$ cat config.mk
export PLATFORM = sky130hd
export DESIGN_NAME = seg_disp_scheduler
export DESIGN_NICKNAME = d
export VERILOG_FILES = /design/src/rtl/seg_disp_scheduler.sv
export SDC_FILE = /design/constraint.sdc
export NUM_CORES = 1
export LEC_CHECK = 0
export ABC_CLOCK_PERIOD_IN_PS = 2500
export BUFFER_PORTS_ARGS = -buffer_cell sky130_fd_sc_hd__buf_2
export CORE_MARGIN = 5
export CORE_UTILIZATION = 42
export CTS_CLUSTER_DIAMETER = 30
export DETAILED_ROUTE_END_ITERATION = 10
export PLACE_DENSITY_LB_ADDON = 0.3
export SETUP_SLACK_MARGIN = 0.5
export SYNTH_ARGS = -nofsm -noshare
export SYNTH_HDL_FRONTEND = slang
export SYNTH_SLANG_ARGS = --single-unit
$ cat constraint.sdc
create_clock -name clk -period 2.5 [get_ports clk]
set_input_delay 0.25 -clock clk [delete_from_list [all_inputs] [get_ports clk]]
set_output_delay 0.25 -clock clk [all_outputs]
set_load 0.01 [all_outputs]
$ cat src/rtl/seg_disp_scheduler.sv
// seg_disp_scheduler
// Multiplexes NUM_SRC 32-bit debug words onto the single 7-segment display
// data bus. Valid sources are shown round-robin, each for DWELL_CYCLES clocks.
// A source can also take the display exclusively through a pin request/grant
// handshake; competing pin requests are arbitrated round-robin.
//
// Ports:
//   clk          system clock
//   rst_n        synchronous active-low reset
//   src_data_i   packed source words, source i at [32*i+31:32*i]
//   src_valid_i  source i takes part in rotation
//   pin_req_i    level-sensitive exclusive display requests
//   pin_gnt_o    registered one-hot pin grant
//   freeze_i     stalls the rotation dwell counter
//   disp_data_o  registered word to display, aligned with disp_sel_o
//   disp_sel_o   registered index of the displayed source
//   disp_blank_o nothing is displayed
//   page_tick_o  one-cycle pulse after every page load
module seg_disp_scheduler #(
    parameter int NUM_SRC      = 4,
    parameter int DWELL_CYCLES = 16666667,
    parameter int SEL_W        = $clog2(NUM_SRC),
    parameter int CNT_W        = $clog2(DWELL_CYCLES)
) (
    input  logic                  clk,
    input  logic                  rst_n,
    input  logic [NUM_SRC*32-1:0] src_data_i,
    input  logic [NUM_SRC-1:0]    src_valid_i,
    input  logic [NUM_SRC-1:0]    pin_req_i,
    output logic [NUM_SRC-1:0]    pin_gnt_o,
    input  logic                  freeze_i,
    output logic [31:0]           disp_data_o,
    output logic [SEL_W-1:0]      disp_sel_o,
    output logic                  disp_blank_o,
    output logic                  page_tick_o
);

    typedef enum logic [1:0] {
        ST_IDLE   = 2'd0,
        ST_ROTATE = 2'd1,
        ST_PINNED = 2'd2
    } state_t;

    localparam logic [CNT_W-1:0]   CNT_LAST = CNT_W'(DWELL_CYCLES - 1);
    localparam logic [SEL_W-1:0]   SEL_LAST = SEL_W'(NUM_SRC - 1);
    localparam logic [NUM_SRC-1:0] ONE_HOT0 = NUM_SRC'(1);

    // First set bit of vec strictly after index 'from', wrapping; 'from' itself
    // is examined last, so a lone set bit at 'from' returns 'from'.
    function automatic logic [SEL_W-1:0] rr_pick(input logic [NUM_SRC-1:0] vec,
                                                 input logic [SEL_W-1:0]   from);
        logic [SEL_W-1:0] pick;
        logic             found;
        int               idx;
        pick  = from;
        found = 1'b0;
        for (int k = 1; k <= NUM_SRC; k++) begin
            idx = (int'(from) + k) % NUM_SRC;
            if (!found && vec[idx]) begin
                pick  = SEL_W'(idx);
                found = 1'b1;
            end else begin
                found = found;
            end
        end
        return pick;
    endfunction

    state_t               state_q, state_d;
    logic [SEL_W-1:0]     sel_q, sel_d;
    logic [CNT_W-1:0]     cnt_q, cnt_d;
    logic [SEL_W-1:0]     ptr_q, ptr_d;
    logic [31:0]          data_q, data_d;
    logic [NUM_SRC-1:0]   gnt_q, gnt_d;
    logic                 blank_q, blank_d;
    logic                 tick_q;
    logic                 load_s;
    logic [SEL_W-1:0]     pin_pick_s;
    logic [SEL_W-1:0]     valid_first_s;
    logic [SEL_W-1:0]     valid_next_s;

    // Candidate indices: pin winner from the RR pointer, lowest valid source
    // (search starting just after the top index), next valid after sel.
    assign pin_pick_s    = rr_pick(pin_req_i, ptr_q);
    assign valid_first_s = rr_pick(src_valid_i, SEL_LAST);
    assign valid_next_s  = rr_pick(src_valid_i, sel_q);

    // Next-state logic for mode, displayed index, dwell counter and RR pointer.
    always_comb begin
        state_d = state_q;
        sel_d   = sel_q;
        cnt_d   = cnt_q;
        ptr_d   = ptr_q;
        load_s  = 1'b0;
        case (state_q)
            ST_IDLE: begin
                if (|pin_req_i) begin
                    state_d = ST_PINNED;
                    sel_d   = pin_pick_s;
                    ptr_d   = pin_pick_s;
                    cnt_d   = '0;
                    load_s  = 1'b1;
                end else if (|src_valid_i) begin
                    state_d = ST_ROTATE;
                    sel_d   = valid_first_s;
                    cnt_d   = '0;
                    load_s  = 1'b1;
                end else begin
                    cnt_d   = '0;
                end
            end
            ST_ROTATE: begin
                // Pins win over both valid-drop and dwell expiry.
                if (|pin_req_i) begin
                    state_d = ST_PINNED;
                    sel_d   = pin_pick_s;
                    ptr_d   = pin_pick_s;
                    cnt_d   = '0;
                    load_s  = 1'b1;
                end else if (!(|src_valid_i)) begin
                    state_d = ST_IDLE;
                    cnt_d   = '0;
                end else if (!src_valid_i[sel_q]) begin
                    // Valid-drop advance is not held off by freeze.
                    sel_d   = valid_next_s;
                    cnt_d   = '0;
                    load_s  = 1'b1;
                end else if (freeze_i) begin
                    cnt_d   = cnt_q;
                end else if (cnt_q == CNT_LAST) begin
                    sel_d   = valid_next_s;
                    cnt_d   = '0;
                    load_s  = 1'b1;
                end else begin
                    cnt_d   = cnt_q + CNT_W'(1);
                end
            end
            ST_PINNED: begin
                cnt_d = '0;
                if (pin_req_i[sel_q]) begin
                    sel_d = sel_q;
                end else if (|pin_req_i) begin
                    // Direct handover keeps the grant one-hot throughout.
                    sel_d  = pin_pick_s;
                    ptr_d  = pin_pick_s;
                    load_s = 1'b1;
                end else if (|src_valid_i) begin
                    state_d = ST_ROTATE;
                    sel_d   = valid_next_s;
                    load_s  = 1'b1;
                end else begin
                    state_d = ST_IDLE;
                end
            end
            default: begin
                state_d = ST_IDLE;
                sel_d   = '0;
                cnt_d   = '0;
                ptr_d   = '0;
            end
        endcase
    end

    // Output values derived from the next state so data stays aligned with sel.
    always_comb begin
        data_d  = 32'h0000_0000;
        gnt_d   = '0;
        blank_d = 1'b1;
        if (state_d == ST_IDLE) begin
            data_d  = 32'h0000_0000;
            blank_d = 1'b1;
        end else begin
            data_d  = src_data_i[32*int'(sel_d) +: 32];
            blank_d = 1'b0;
        end
        if (state_d == ST_PINNED) begin
            gnt_d = ONE_HOT0 << sel_d;
        end else begin
            gnt_d = '0;
        end
    end

    // State and output registers with synchronous active-low reset.
    always_ff @(posedge clk) begin
        if (!rst_n) begin
            state_q <= ST_IDLE;
            sel_q   <= '0;
            cnt_q   <= '0;
            ptr_q   <= '0;
            data_q  <= 32'h0000_0000;
            gnt_q   <= '0;
            blank_q <= 1'b1;
            tick_q  <= 1'b0;
        end else begin
            state_q <= state_d;
            sel_q   <= sel_d;
            cnt_q   <= cnt_d;
            ptr_q   <= ptr_d;
            data_q  <= data_d;
            gnt_q   <= gnt_d;
            blank_q <= blank_d;
            tick_q  <= load_s;
        end
    end

    assign disp_sel_o   = sel_q;
    assign disp_data_o  = data_q;
    assign pin_gnt_o    = gnt_q;
    assign disp_blank_o = blank_q;
    assign page_tick_o  = tick_q;

endmodule

* After elaboration in Yosys (flattened, before gate mapping)
Index checks and enable logic that the tools add are counted.
** Word-level totals
- Register bits :: 68
- Bits of input ports :: 139
- Word-level logic and storage cells :: 161
** Operators by class
- Add/subtract/negate cells :: 9
- Order comparisons :: 9
- Eq/ne operators :: 5
- Shift operators :: 2
- Multiplexer cells :: 82
- Bitwise gates (word level) :: 12
- Reductions and logical operators :: 34
** Operators with widths (number)
- 128-bit by 8-bit indexed part select with 32-bit output :: 1
- 2-bit two-way mux :: 30
- 1-bit two-way mux :: 37
- 3-bit by 4-bit < comparator with 1-bit output (second input constant) :: 8
- 24-bit by 1-bit adder with 24-bit output (second input constant) :: 1
- 24-bit == test (second input constant) :: 1
- 24-bit two-way mux :: 1
- 1-bit binary-select mux with 2-bit select :: 10
- 2-bit OR reduction :: 10
- 2-bit case mux with 3 select lines :: 2
- 1-bit logical AND :: 9
- 1-bit zero test :: 9
- 2-bit by 1-bit adder with 2-bit output (second input constant) :: 4
- 2-bit adder (second input constant) :: 4
- 1-bit AND (first input constant) :: 8
- 4-bit OR reduction :: 2
- 8-bit OR reduction :: 1
- 2-bit == test (second input constant) :: 2
- 2-bit zero test :: 2
- 1-bit NOT :: 4
- 2-bit case mux with 2 select lines :: 1
- 1-bit by 2-bit << shifter with 4-bit output (first input constant) :: 1
- 2-bit by 3-bit < comparator with 1-bit output (second input constant) :: 1
- 1-bit case mux with 3 select lines :: 1
- other kinds (3) :: 3

* Longest topological paths before layout
Gate-level depths: netlist (run 1).
- Word-level depth :: 23
- Depth in mapped cells :: 11
- Gate-level depth less buffers :: 9

* Least setup slack after synthesis (run 1)
Ideal clock, no wire load.
- Path type :: reg2reg
- Start :: register sel_q[1], in the netlist disp_sel_o[1]
- End :: register data_q[10], in the netlist disp_data_o[10]
- Data arrival time :: 2.461 ns
- Setup slack :: -0.089 ns
- Cell stages (with the launch flop) :: 9
- Buffers on the path :: 3
- Cells stage by stage :: dfxtp_1 clkbuf_1 mux4_2 a21boi_2 o311a_1 o311ai_4 buf_6 buf_12 a21oi_2
** On the way
- Longest elaborated chain between the ends :: 21
- Elaborated cells on any way between the ends :: 49
** RTL lines
- start: declaration :: line 70 : logic [SEL_W-1:0] sel_q, sel_d;
- start signal: assignment :: line 196 : sel_q <= sel_d;
- 2-bit by 1-bit adder with 2-bit output :: line 58 : idx = (int'(from) + k) % NUM_SRC;
- 1-bit binary-select mux with 2-bit select :: line 59 : if (!found && vec[idx]) begin
- 1-bit two-way mux (not written as such) (2 in series) :: line 59
- 1-bit two-way mux :: line 59
- 1-bit zero test :: line 59
- 1-bit logical AND :: line 59
- 1-bit two-way mux :: line 59
- 1-bit zero test :: line 59
- [... 4 more ...]
- 2-bit two-way mux :: line 59
- 2-bit two-way mux :: line 130 : end else if (cnt_q == CNT_LAST) begin
- 2-bit two-way mux :: line 128 : end else if (freeze_i) begin
- 2-bit two-way mux :: line 123 : end else if (!src_valid_i[sel_q]) begin
- 2-bit two-way mux :: line 120 : end else if (!(|src_valid_i)) begin
- 2-bit two-way mux :: line 114 : if (|pin_req_i) begin
- 2-bit case mux with 3 select lines :: line 95 : case (state_q)
- 128-bit by 8-bit indexed part select with 32-bit output :: line 173 : data_d = src_data_i[32*int'(sel_d) +: 32];
- end signal: assignment :: line 199 : data_q <= data_d;
- end: declaration :: line 73 : logic [31:0] data_q, data_d;
Parallel ways exist; a longest one is shown, timed or not. The select of a mux whose other input is x is not followed.
A chain may end at the register's enable or synchronous reset.

* Final worst setup path (run 1)
- Start :: register cnt_q[8]
- End :: register gnt_q[0], in the netlist pin_gnt_o[0]
** On the way
- Longest elaborated chain between the ends :: 8
** RTL lines
- start: declaration :: line 71 : logic [CNT_W-1:0] cnt_q, cnt_d;
- start signal: assignment :: line 197 : cnt_q <= cnt_d;
- 24-bit == test :: line 130
- 2-bit two-way mux :: line 130
- 2-bit two-way mux :: line 128
- 2-bit two-way mux :: line 123
- 2-bit two-way mux :: line 120
- 2-bit two-way mux :: line 114
- 2-bit case mux with 3 select lines :: line 95
- 1-bit by 2-bit << shifter with 4-bit output :: line 177 : gnt_d = ONE_HOT0 << sel_d;
- end signal: assignment :: line 200 : gnt_q <= gnt_d;
- end: declaration :: line 74 : logic [NUM_SRC-1:0] gnt_q, gnt_d;
Every way passes these cells.

==> flow_metrics.py, run 1 <==
metrics = {
    "placement": {
        "dpl.cell_count": 686,
        "dp_hpwl_mm": 9.15,
        "routabilityCongestion": 0.965,
        "placement.io_buffers": 178,
        "placed_area_um2": 4980,
    },
    "timing": {
        "skew_ns": 0.00987,
        "worst_slack_ns": -0.0794,
        "rsz0062_at_grt": "yes",
        "slew_headroom": 0.680,
        "hold_violations": 0,
        "tns_ns": -0.602,
        "setup_viol": 21,
        "worst_pin_slew_ns": 0.478,
        "drv_slew": 0,
        "min_period_ns": 2.58,
        "fmax_ghz": 0.388,
        "min_period_over_period": 1.03,
    },
    "die": {
        "placeableCoreArea_um2": 8300,
        "die_y_um": 103,
        "rows": 33,
        "ioPinCount": 179,
        "die_area_um2": 10500,
        "initial_core_util": 0.433,
        "die_w_um": 103,
    },
    "critical_path": {
        "arrival_ns": 2.81,
        "cp.required_ns": 2.73,
        "r2r-end": "pin_gnt_o[0]",
        "reg2reg_slack_ns": -0.08,
        "cp_max_fo": 17,
        "worstRegToRegCells": 9,
        "r2r-start": "cnt_q[8]",
        "end_kind": "register",
        "worstSetupPathType": "reg -> reg",
        "start_kind": "register",
    },
    "detailed_routing": {
        "routedWlPerCell_um": 17.8,
        "num_vias": 3987,
        "first_iter_violations": 141,
        "wirelength_mm": 12.8,
        "drcViolationCount": 0,
        "via_per_inst": 5.55,
        "antenna_left": 0,
        "dr.pass1.iters": 4,
    },
    "grt": {
        "grt_max_degree": 42,
        "grt_pass1_vias": 3787,
        "grt_usage": 0.215,
        "grt_pass1_wl_mm": 17.9,
        "antenna_found_initial": 3,
        "grt.overflow.total": 0,
    },
    "logic_synthesis": {
        "synth_flop_cell": "dfxtp_1",
        "yosysSeqAreaShare": 0.378,
        "netlist_top_cells_count": "68 x dfxtp_1, 48 x nor2_1, 33 x a22oi_1",
        "synthArstFlopShare": 0,
        "ys_top_cells_by_area": "dfxtp_1 38%, a221oi_1 7.5%, a22oi_1 6.9%, a21oi_2 6.1%, nor2_1 5.0%",
        "synth_most_common_cell": "dfxtp_1",
        "syn-num-nets": 530,
        "yosysTopAreaCellShare": 0.378,
        "avgSynthCellArea_um2": 9.25,
        "synth_cells": 389,
        "syn_area_um2": 3600,
        "ys_warn_count": 0,
        "synth_top_cell_by_area": "dfxtp_1",
        "synth_edf_count": 0,
        "synth-seq-cells": 68,
        "synth.distinct_cells": 57,
    },
    "run_status": {
        "status": "finished, violations left",
        "violations": "negative setup slack",
    },
    "hold_path": {
        "worstHoldStart": "src_data_i[77]",
        "whs_path_depth": 3,
        "hold_class": "in -> reg",
        "whs_endpoint": "disp_data_o[13]",
    },
    "cts": {
        "cts_buffer_depth": 2,
        "htree_levels": 3,
        "cts_root_buf": "clkbuf_8",
        "numCtsBuffers": 9,
        "path_clk_slew_ns": 0.08,
        "ctsHoldBuffers": 0,
        "cts_tree": "built",
        "clk_latency_ns": 0.34,
        "clock-sinks": 68,
    },
    "finish": {
        "multi_input_area_um2": 2480,
        "area_growth_pct": 59.8,
        "final_nets": 747,
        "drive_above_1_share": 0.556,
        "final-seq-area_um2": 1360,
        "fillers": 627,
        "fin_util": 0.692,
        "design_area_um2": 5750,
        "stdcell_count": 719,
    },
    "power_and_ir_drop": {
        "power_uw": 3950,
        "p_leak_uw": 0.00240,
        "powerDensity_nw_per_um2": 687,
        "vdd.ir_drop.worst_mv": 0.307,
    },
    "run": {
        "drv_cap": 0,
    },
}
==> worst max-delay path by stage <==
stage               from               to  slack [ns]  cells past startpoint
2_1_floorplan  cnt_q[12]   disp_data_o[1]        0.07                      8
3_3_place_gp   cnt_q[13]     pin_gnt_o[0]      -0.009                      9
3_5_place_dp   cnt_q[13]  disp_data_o[30]       -0.07                      9
4_1_cts        cnt_q[13]     pin_gnt_o[2]       -0.06                      9
5_1_grt         cnt_q[8]  disp_data_o[20]       -0.19                     10
6_report        cnt_q[8]     pin_gnt_o[0]       -0.08                      9
==> registers in the layout (all words and copies together), names as in the netlist <==
signal and flops:
disp_data_o 32, pin_gnt_o 4, cnt_q 24, disp_blank_o 1
ptr_q 2, page_tick_o 1, disp_sel_o 2, state_q 2
==> stage by stage <==
stage	setup slack, ns	hold slack [ns]
after floorplan	0.0684	0.383
after global placement	-0.00869	0.479
after detailed placement	-0.0673	0.491
after CTS	-0.0573	0.140
after global routing	-0.194	0.157
final	-0.0794	0.166
==> per-layer routing <==
| metal | track usage | vias up | share of wire |
|---|---|---|---|
| met3 | 0.0406 | 32 | 0.075 |
| met4 | 0.0989 | 2 | 0.029 |
| met2 | 0.373 | 161 | 0.51 |
| met1 | 0.258 | 1879 | 0.39 |
| li1 | - | 1913 | - |
| met5 | 0 | - | 0.0010 |
==> layout by cell type (no fill, tap or decap), types with 5 or more instances in the layout <==
master	instances
xor2_1	15
clkbuf_8	11
nand3_1	7
o21ai_0	7
buf_4	38
a21oi_1	18
buf_2	178
a22oi_2	16
a21oi_2	25
nor2_1	47
dfxtp_1	67
inv_1	7
xnor2_1	6
a221oi_2	15
a221oi_4	16
buf_12	7
nand2_1	19
nand4_1	5
a22oi_1	17
==> worst max-delay path, stage by stage, from the launching register on <==
cell and delay [ns]:
dfxtp_1 0.31, or4b_4 0.55, nor4_4 0.27, a21boi_2 0.12
o311a_1 0.39, o311ai_4 0.27, buf_12 0.20, buf_16 0.19
nand2b_4 0.15, nor2_1 0.04
==> where the power goes <==
part / internal (uW) / leakage (uW) / switching, uW
logic: 823 / 0.00173 / 854
registers: 1280 / 0.000562 / 68.0
clock network: 512 / 0.000102 / 412
total: 2620 / 0.00240 / 1330
==> area by class of cell <==
cell class | instances | area share
antenna | 3 | 0.00131
tap | 105 | 0.0229
inverter | 7 | 0.00457
sequential | 68 | 0.237
multi-input combinational | 285 | 0.432
clock inverter | 4 | 0.00827
timing repair buffer | 235 | 0.267
clock buffer | 12 | 0.0270
==> kinds of logic after synthesis <==
group	after synthesis	synth area share
AO/OA/AOI/OAI	136	0.303
XOR/XNOR	21	0.0511
adder cells (fa/ha/maj)	2	0.00696
buffers and inverters	36	0.0612
flip-flops	68	0.378
multiplexers	6	0.0205
AND/OR/NAND/NOR	120	0.179
==> what timing repair did <==
| item | CTS | global route |
|---|---|---|
| gates resized for setup | 14 | 40 |
| setup buffers | 3 | 5 |
| setup endpoints to repair | 37 | 62 |
| gates cloned | 0 | 6 |
| pin swaps | 2 | 31 |
(Power assumes the default switching activity.)
==> inputs of run 2 (changes only) <==
--- a/config.mk
+++ b/config.mk
@@ -5,10 +5,11 @@
 export SDC_FILE = /design/constraint.sdc
 export NUM_CORES = 1
 export LEC_CHECK = 0
-export ABC_CLOCK_PERIOD_IN_PS = 2500
+export ABC_CLOCK_PERIOD_IN_PS = 2800
 export BUFFER_PORTS_ARGS = -buffer_cell sky130_fd_sc_hd__buf_2
+export CAP_MARGIN = 20
 export CORE_MARGIN = 5
-export CORE_UTILIZATION = 42
+export CORE_UTILIZATION = 46
 export CTS_CLUSTER_DIAMETER = 30
 export DETAILED_ROUTE_END_ITERATION = 10
 export PLACE_DENSITY_LB_ADDON = 0.3
==> constraint.sdc (replaced) <==
create_clock -name clk -period 2.8 [get_ports clk]
set_input_delay 0.28 -clock clk [delete_from_list [all_inputs] [get_ports clk]]
set_output_delay 0.28 -clock clk [all_outputs]
set_load 0.01 [all_outputs]
==> run 2 against run 1 <==
  * The flow now finishes without violations
  * Register-to-register slack better by 0.15 ns
  * Wire length grew 23%
  * Clock skew up 0.0017 ns
  * Maximum frequency down 5.5%
  * Count of clock-buffer cells in the layout decreased by 2
  * Combinational power about the same
  * Sequential cell count stayed put
  * Sequential power fell by 11%
==> flow_metrics.py, run 2 (same netlist as run 1, synthesis figures left out) <==
metrics = {
    "finish": {
        "stdcell_count": 706,
        "drive_above_1_share": 0.538,
        "layout_common_cells": "178 x buf_2, 64 x dfxtp_1, 46 x nor2_1",
        "final_common_cell": "buf_2",
        "largest_reg_flops": 32,
        "area_growth_pct": 60.5,
        "design_area_um2": 5770,
        "final_nets": 735,
        "fin_util": 0.751,
    },
    "grt": {
        "grt_usage": 0.240,
        "grt_pass1_wl_mm": 18.8,
        "grt_pass1_vias": 3754,
        "antenna_found_initial": 5,
        "grt.overflow.total": 0,
        "grt_max_degree": 33,
    },
    "power_and_ir_drop": {
        "vdd.ir_drop.worst_mv": 0.393,
        "powerDensity_nw_per_um2": 663,
        "power_uw": 3830,
        "p_leak_uw": 0.00241,
    },
    "timing": {
        "drv_slew": 0,
        "tns_ns": 0,
        "fmax_ghz": 0.366,
        "setup_viol": 0,
        "min_period_ns": 2.73,
        "worst_pin_slew_ns": 0.518,
        "skew_ns": 0.0116,
        "hold_violations": 0,
        "slew_headroom": 0.652,
        "rsz0062_at_grt": "yes",
        "min_period_over_period": 0.975,
    },
    "placement": {
        "dpl.cell_count": 654,
        "placement.io_buffers": 178,
        "dp_hpwl_mm": 8.21,
        "routabilityCongestion": 0.914,
        "placed_area_um2": 4730,
    },
    "cts": {
        "cts_buffer_depth": 2,
        "numCtsBuffers": 9,
        "clock-sinks": 68,
        "cts_tree": "built",
        "clk_latency_ns": 0.35,
        "cts_root_buf": "clkbuf_8",
        "ctsHoldBuffers": 0,
        "htree_levels": 3,
        "path_clk_slew_ns": 0.08,
    },
    "detailed_routing": {
        "routedWlPerCell_um": 22.3,
        "wirelength_mm": 15.7,
        "antenna_left": 0,
        "dr.pass1.iters": 5,
        "dr_wl_met2_mm": 7.86,
        "wl_met1_mm": 5.66,
        "top_layer_used": "met4",
        "drcViolationCount": 0,
        "first_iter_violations": 277,
        "via_per_inst": 6.05,
        "num_vias": 4270,
        "met3WireLength_mm": 1.32,
    },
    "critical_path": {
        "critPathLaunch": "cnt_q[14]",
        "worstRegToRegCells": 11,
        "cp_max_fo": 5,
        "worstSetupPathType": "reg -> reg",
        "reg2reg_slack_ns": 0.07,
        "crit_end": "disp_data_o[14]",
        "arrival_ns": 3.01,
        "end_kind": "register",
        "r2r-end": "disp_data_o[14]",
        "r2r-start": "cnt_q[14]",
        "cp.required_ns": 3.08,
        "start_kind": "register",
    },
    "die": {
        "die_w_um": 98.4,
        "initial_core_util": 0.468,
        "die_y_um": 98.4,
        "die_area_um2": 9690,
        "ioPinCount": 179,
        "placeableCoreArea_um2": 7690,
        "rows": 32,
    },
    "run_status": {
        "status": "finished, final reports clean",
    },
    "run": {
        "drv_cap": 0,
    },
    "hold_path": {
        "hold_class": "in -> reg",
    },
}
[run 2: cell count changes in the layout (fill, tap and decap cells not counted), moves of 5 or more]
cell / delta
buf_4: -22
a22oi_2: -13
clkbuf_16: +6
a221oi_4: -5
a22oi_1: +13
a221oi_2: +5
[run 2: layer usage]
layer / vias up / track usage
li1: 1895 / -
met1: 2031 / 0.289
met2: 280 / 0.410
met3: 64 / 0.0481
met4: 0 / 0.116
met5: - / 0
[run 2: critical path, stage by stage, from the launching register on]
cell	delay, ns
dfxtp_4	0.36
or4bb_4	0.54
nor4_4	0.28
a21boi_2	0.14
buf_4	0.16
o211ai_1	0.20
buf_4	0.17
and3b_2	0.24
buf_6	0.15
clkbuf_16	0.15
a22oi_1	0.09
a21oi_2	0.18
[run 2: metrics by stage]
step	hold WS (ns)	worst slack, ns
3_3_place_gp	0.477	0.193
4_1_cts	0.180	0.180
2_1_floorplan	0.413	0.368
6_report	0.185	0.0707
3_5_place_dp	0.483	0.155
5_1_grt	0.187	0.00718
[run 2: report_power, final]
group          internal [uW]  switching (uW)
clock network            502             412
registers               1140            62.5
logic                    844             867
[run 2: cell type report]
cell class | count | area, um^2
Multi-Input combinational cell | 285 | 2390
Fill cell | 507 | 1910
Timing Repair Buffer | 223 | 1630
Sequential cell | 68 | 1370
Clock buffer | 10 | 128
Tap cell | 102 | 128
Clock inverter | 6 | 88.8
Inverter | 7 | 26.3
Antenna cell | 5 | 12.5
[run 2: what timing repair did]
item                       CTS  global route
cloned                       6            10
pin swaps                    5            17
buffers inserted            12             3
setup endpoints to repair   37            37
gates resized for setup     14            35
[run 2: worst min path at each step]
stage | cells after the start | endpoint | from
floorplan | 1 | page_tick_o | rst_n
global route | 3 | disp_data_o[9] | src_data_i[9]
CTS | 3 | disp_data_o[28] | src_data_i[28]
global placement | 2 | cnt_q[23] | cnt_q[23]
detailed placement | 2 | cnt_q[23] | cnt_q[23]
finish | 3 | disp_data_o[9] | src_data_i[9]
==> inputs of run 3 (changes only) <==
--- a/config.mk
+++ b/config.mk
@@ -13,7 +13,6 @@
 export CTS_CLUSTER_DIAMETER = 30
 export DETAILED_ROUTE_END_ITERATION = 10
 export PLACE_DENSITY_LB_ADDON = 0.3
-export SETUP_SLACK_MARGIN = 0.5
 export SYNTH_ARGS = -nofsm -noshare
 export SYNTH_HDL_FRONTEND = slang
 export SYNTH_SLANG_ARGS = --single-unit
==> run 3 against run 2 <==
  * Core utilization is 12 points lower
  * Global-route usage shrank 2.7 points
  * Register-to-register slack better by 0.02 ns
  * Largest cell class unchanged
  * First-iteration DRC count decreased by 25%
  * Non-clock buffer count is 30 lower
  * Sequential cell count unchanged
  * Critical path depth decreased by 3
==> flow_metrics.py, run 3 (same netlist as run 1, synthesis figures left out) <==
metrics = {
    "power_and_ir_drop": {
        "p_clk_frac": 0.302,
        "pwr-share-comb": 0.329,
        "switching_power_uw": 1040,
        "swShare": 0.320,
        "pwr-share-seq": 0.369,
        "p_leak_uw": 0.00204,
        "p_int_uw": 2200,
        "powerDensity_nw_per_um2": 670,
        "vdd.ir_drop.worst_mv": 0.356,
        "power_uw": 3240,
    },
    "finish": {
        "final_nets": 705,
        "final_common_cell": "buf_2",
        "largest_reg_flops": 32,
        "drive_above_1_share": 0.436,
        "layout_common_cells": "178 x buf_2, 68 x dfxtp_1, 48 x nor2_1",
        "n_antenna_cell": 0,
        "area_growth_pct": 34.4,
        "design_area_um2": 4840,
    },
    "detailed_routing": {
        "via_per_inst": 5.57,
        "drcViolationCount": 0,
        "wirelength_mm": 11.1,
        "routedWlPerCell_um": 16.6,
        "first_iter_violations": 208,
        "antenna_left": 0,
        "dr.pass1.iters": 5,
        "num_vias": 3738,
    },
    "die": {
        "die_area_um2": 9690,
        "placeableCoreArea_um2": 7690,
        "die_y_um": 98.4,
        "die_w_um": 98.4,
        "initial_core_util": 0.468,
        "rows": 32,
        "ioPinCount": 179,
    },
    "cts": {
        "cts_buffer_depth": 2,
        "clock-sinks": 68,
        "htree_levels": 3,
        "numCtsBuffers": 9,
        "path_clk_slew_ns": 0.08,
        "clk_latency_ns": 0.34,
        "cts_root_buf": "clkbuf_8",
        "cts_tree": "built",
        "ctsHoldBuffers": 0,
    },
    "critical_path": {
        "crit_buf_inv": 1,
        "crit_chain": "or4bb_1 > nor4_4 > a21boi_2 > o311a_1 > o311ai_4 > buf_8 > a221oi_2 > a21oi_2",
        "start_kind": "register",
        "slowest_delay_ns": 0.56,
        "worstSetupPathType": "reg -> reg",
        "arrival_ns": 3.00,
        "cp_slowest_cell": "or4bb_1",
        "cp.required_ns": 3.08,
        "critPathTopFamily": "compound AO/OA/AOI/OAI gates",
        "cp_max_fo": 33,
        "end_kind": "register",
    },
    "timing": {
        "hold_violations": 0,
        "min_period_ns": 2.71,
        "slew_headroom": 0.678,
        "min_period_over_period": 0.968,
        "skew_ns": 0.0124,
        "drv_slew": 0,
        "worst_pin_slew_ns": 0.479,
        "worst_slack_ns": 0.0885,
        "tns_ns": 0,
        "fmax_ghz": 0.369,
        "setup_viol": 0,
        "hold_ws_ns": 0.190,
    },
    "run": {
        "drv_cap": 0,
    },
    "grt": {
        "grt_max_degree": 68,
        "grt_use_met2": 0.382,
        "use_met3": 0.0495,
        "grt_usage": 0.213,
        "antenna_found_initial": 0,
        "grt_pass1_wl_mm": 17.1,
        "grt_pass1_vias": 3605,
        "grt.overflow.total": 0,
        "busiest_layer": "met2",
        "use_met1": 0.249,
    },
    "placement": {
        "dp_hpwl_mm": 8.14,
        "post-place-ws_ns": 0.0617,
        "placed_area_um2": 4540,
        "routabilityCongestion": 0.925,
        "placement.io_buffers": 178,
    },
    "hold_path": {
        "hold_class": "in -> reg",
    },
    "run_status": {
        "status": "finished, final reports clean",
    },
}
run 3: cell types whose count changed in the layout (fill, tap and decap cells not counted), moves of 4 or more:
cell,change
a221oi_1,+29
a221oi_2,-18
a221oi_4,-11
clkbuf_16,-8
buf_12,-6
buf_16,-6
buf_4,-6
diode_2,-5
buf_6,-4
dfxtp_1,+4
run 3: cell type report:
class                   count  area [um^2]
flip-flops and latches     68         1360
clock inverters             6          113
repair buffers            193         1060
well taps                 102          128
fillers                   681         2850
inverters                   7         26.3
multi-input cells         285         2020
clock buffers              10          128
run 3: stage by stage:
| stage | utilization | cells |
|---|---|---|
| after floorplan | - | 389 |
| after global placement | 0.591 | 651 |
| after detailed placement | 0.591 | 651 |
| after CTS | 0.622 | 667 |
| after global routing | 0.629 | 671 |
| final | 0.629 | 671 |
run 3: worst register-to-register path: stages, from the launching register on:
cell	delay [ns]
dfxtp_1	0.41
or4bb_1	0.56
nor4_4	0.20
a21boi_2	0.15
o311a_1	0.42
o311ai_4	0.37
buf_8	0.34
a221oi_2	0.10
a21oi_2	0.11
run 3: per-layer routing:
layer | wire length (um) | part of all wire
met3 | 697 | 0.063
met2 | 5630 | 0.51
met1 | 4600 | 0.41
met4 | 214 | 0.019
met5 | 0 | 0
run 3: path summary, 6_finish.rpt:
| path | from | endpoint | slack (ns) | depth (start not counted) |
|---|---|---|---|---|
| min | src_data_i[31] | disp_data_o[31] | 0.19 | 3 |
| min reg2reg | cnt_q[23] | cnt_q[23] | 0.52 | 2 |
| max reg2reg | cnt_q[14] | disp_data_o[0] | 0.09 | 8 |
| max | cnt_q[14] | disp_data_o[0] | 0.09 | 8 |
run 3: power groups by stage:
stage | logic [uW] | clock network, uW | registers (uW)
floorplan | 594 | 0 | 1300
global placement | 1000 | 0 | 1210
detailed placement | 1030 | 0 | 1220
CTS | 1030 | 1000 | 1200
global route | 1160 | 1050 | 1210
finish | 1070 | 978 | 1200
run 3: what timing repair did:
item,in CTS,in global routing
gates resized for setup,0,4
setup buffers,0,2
endpoints found under the setup margin,0,29
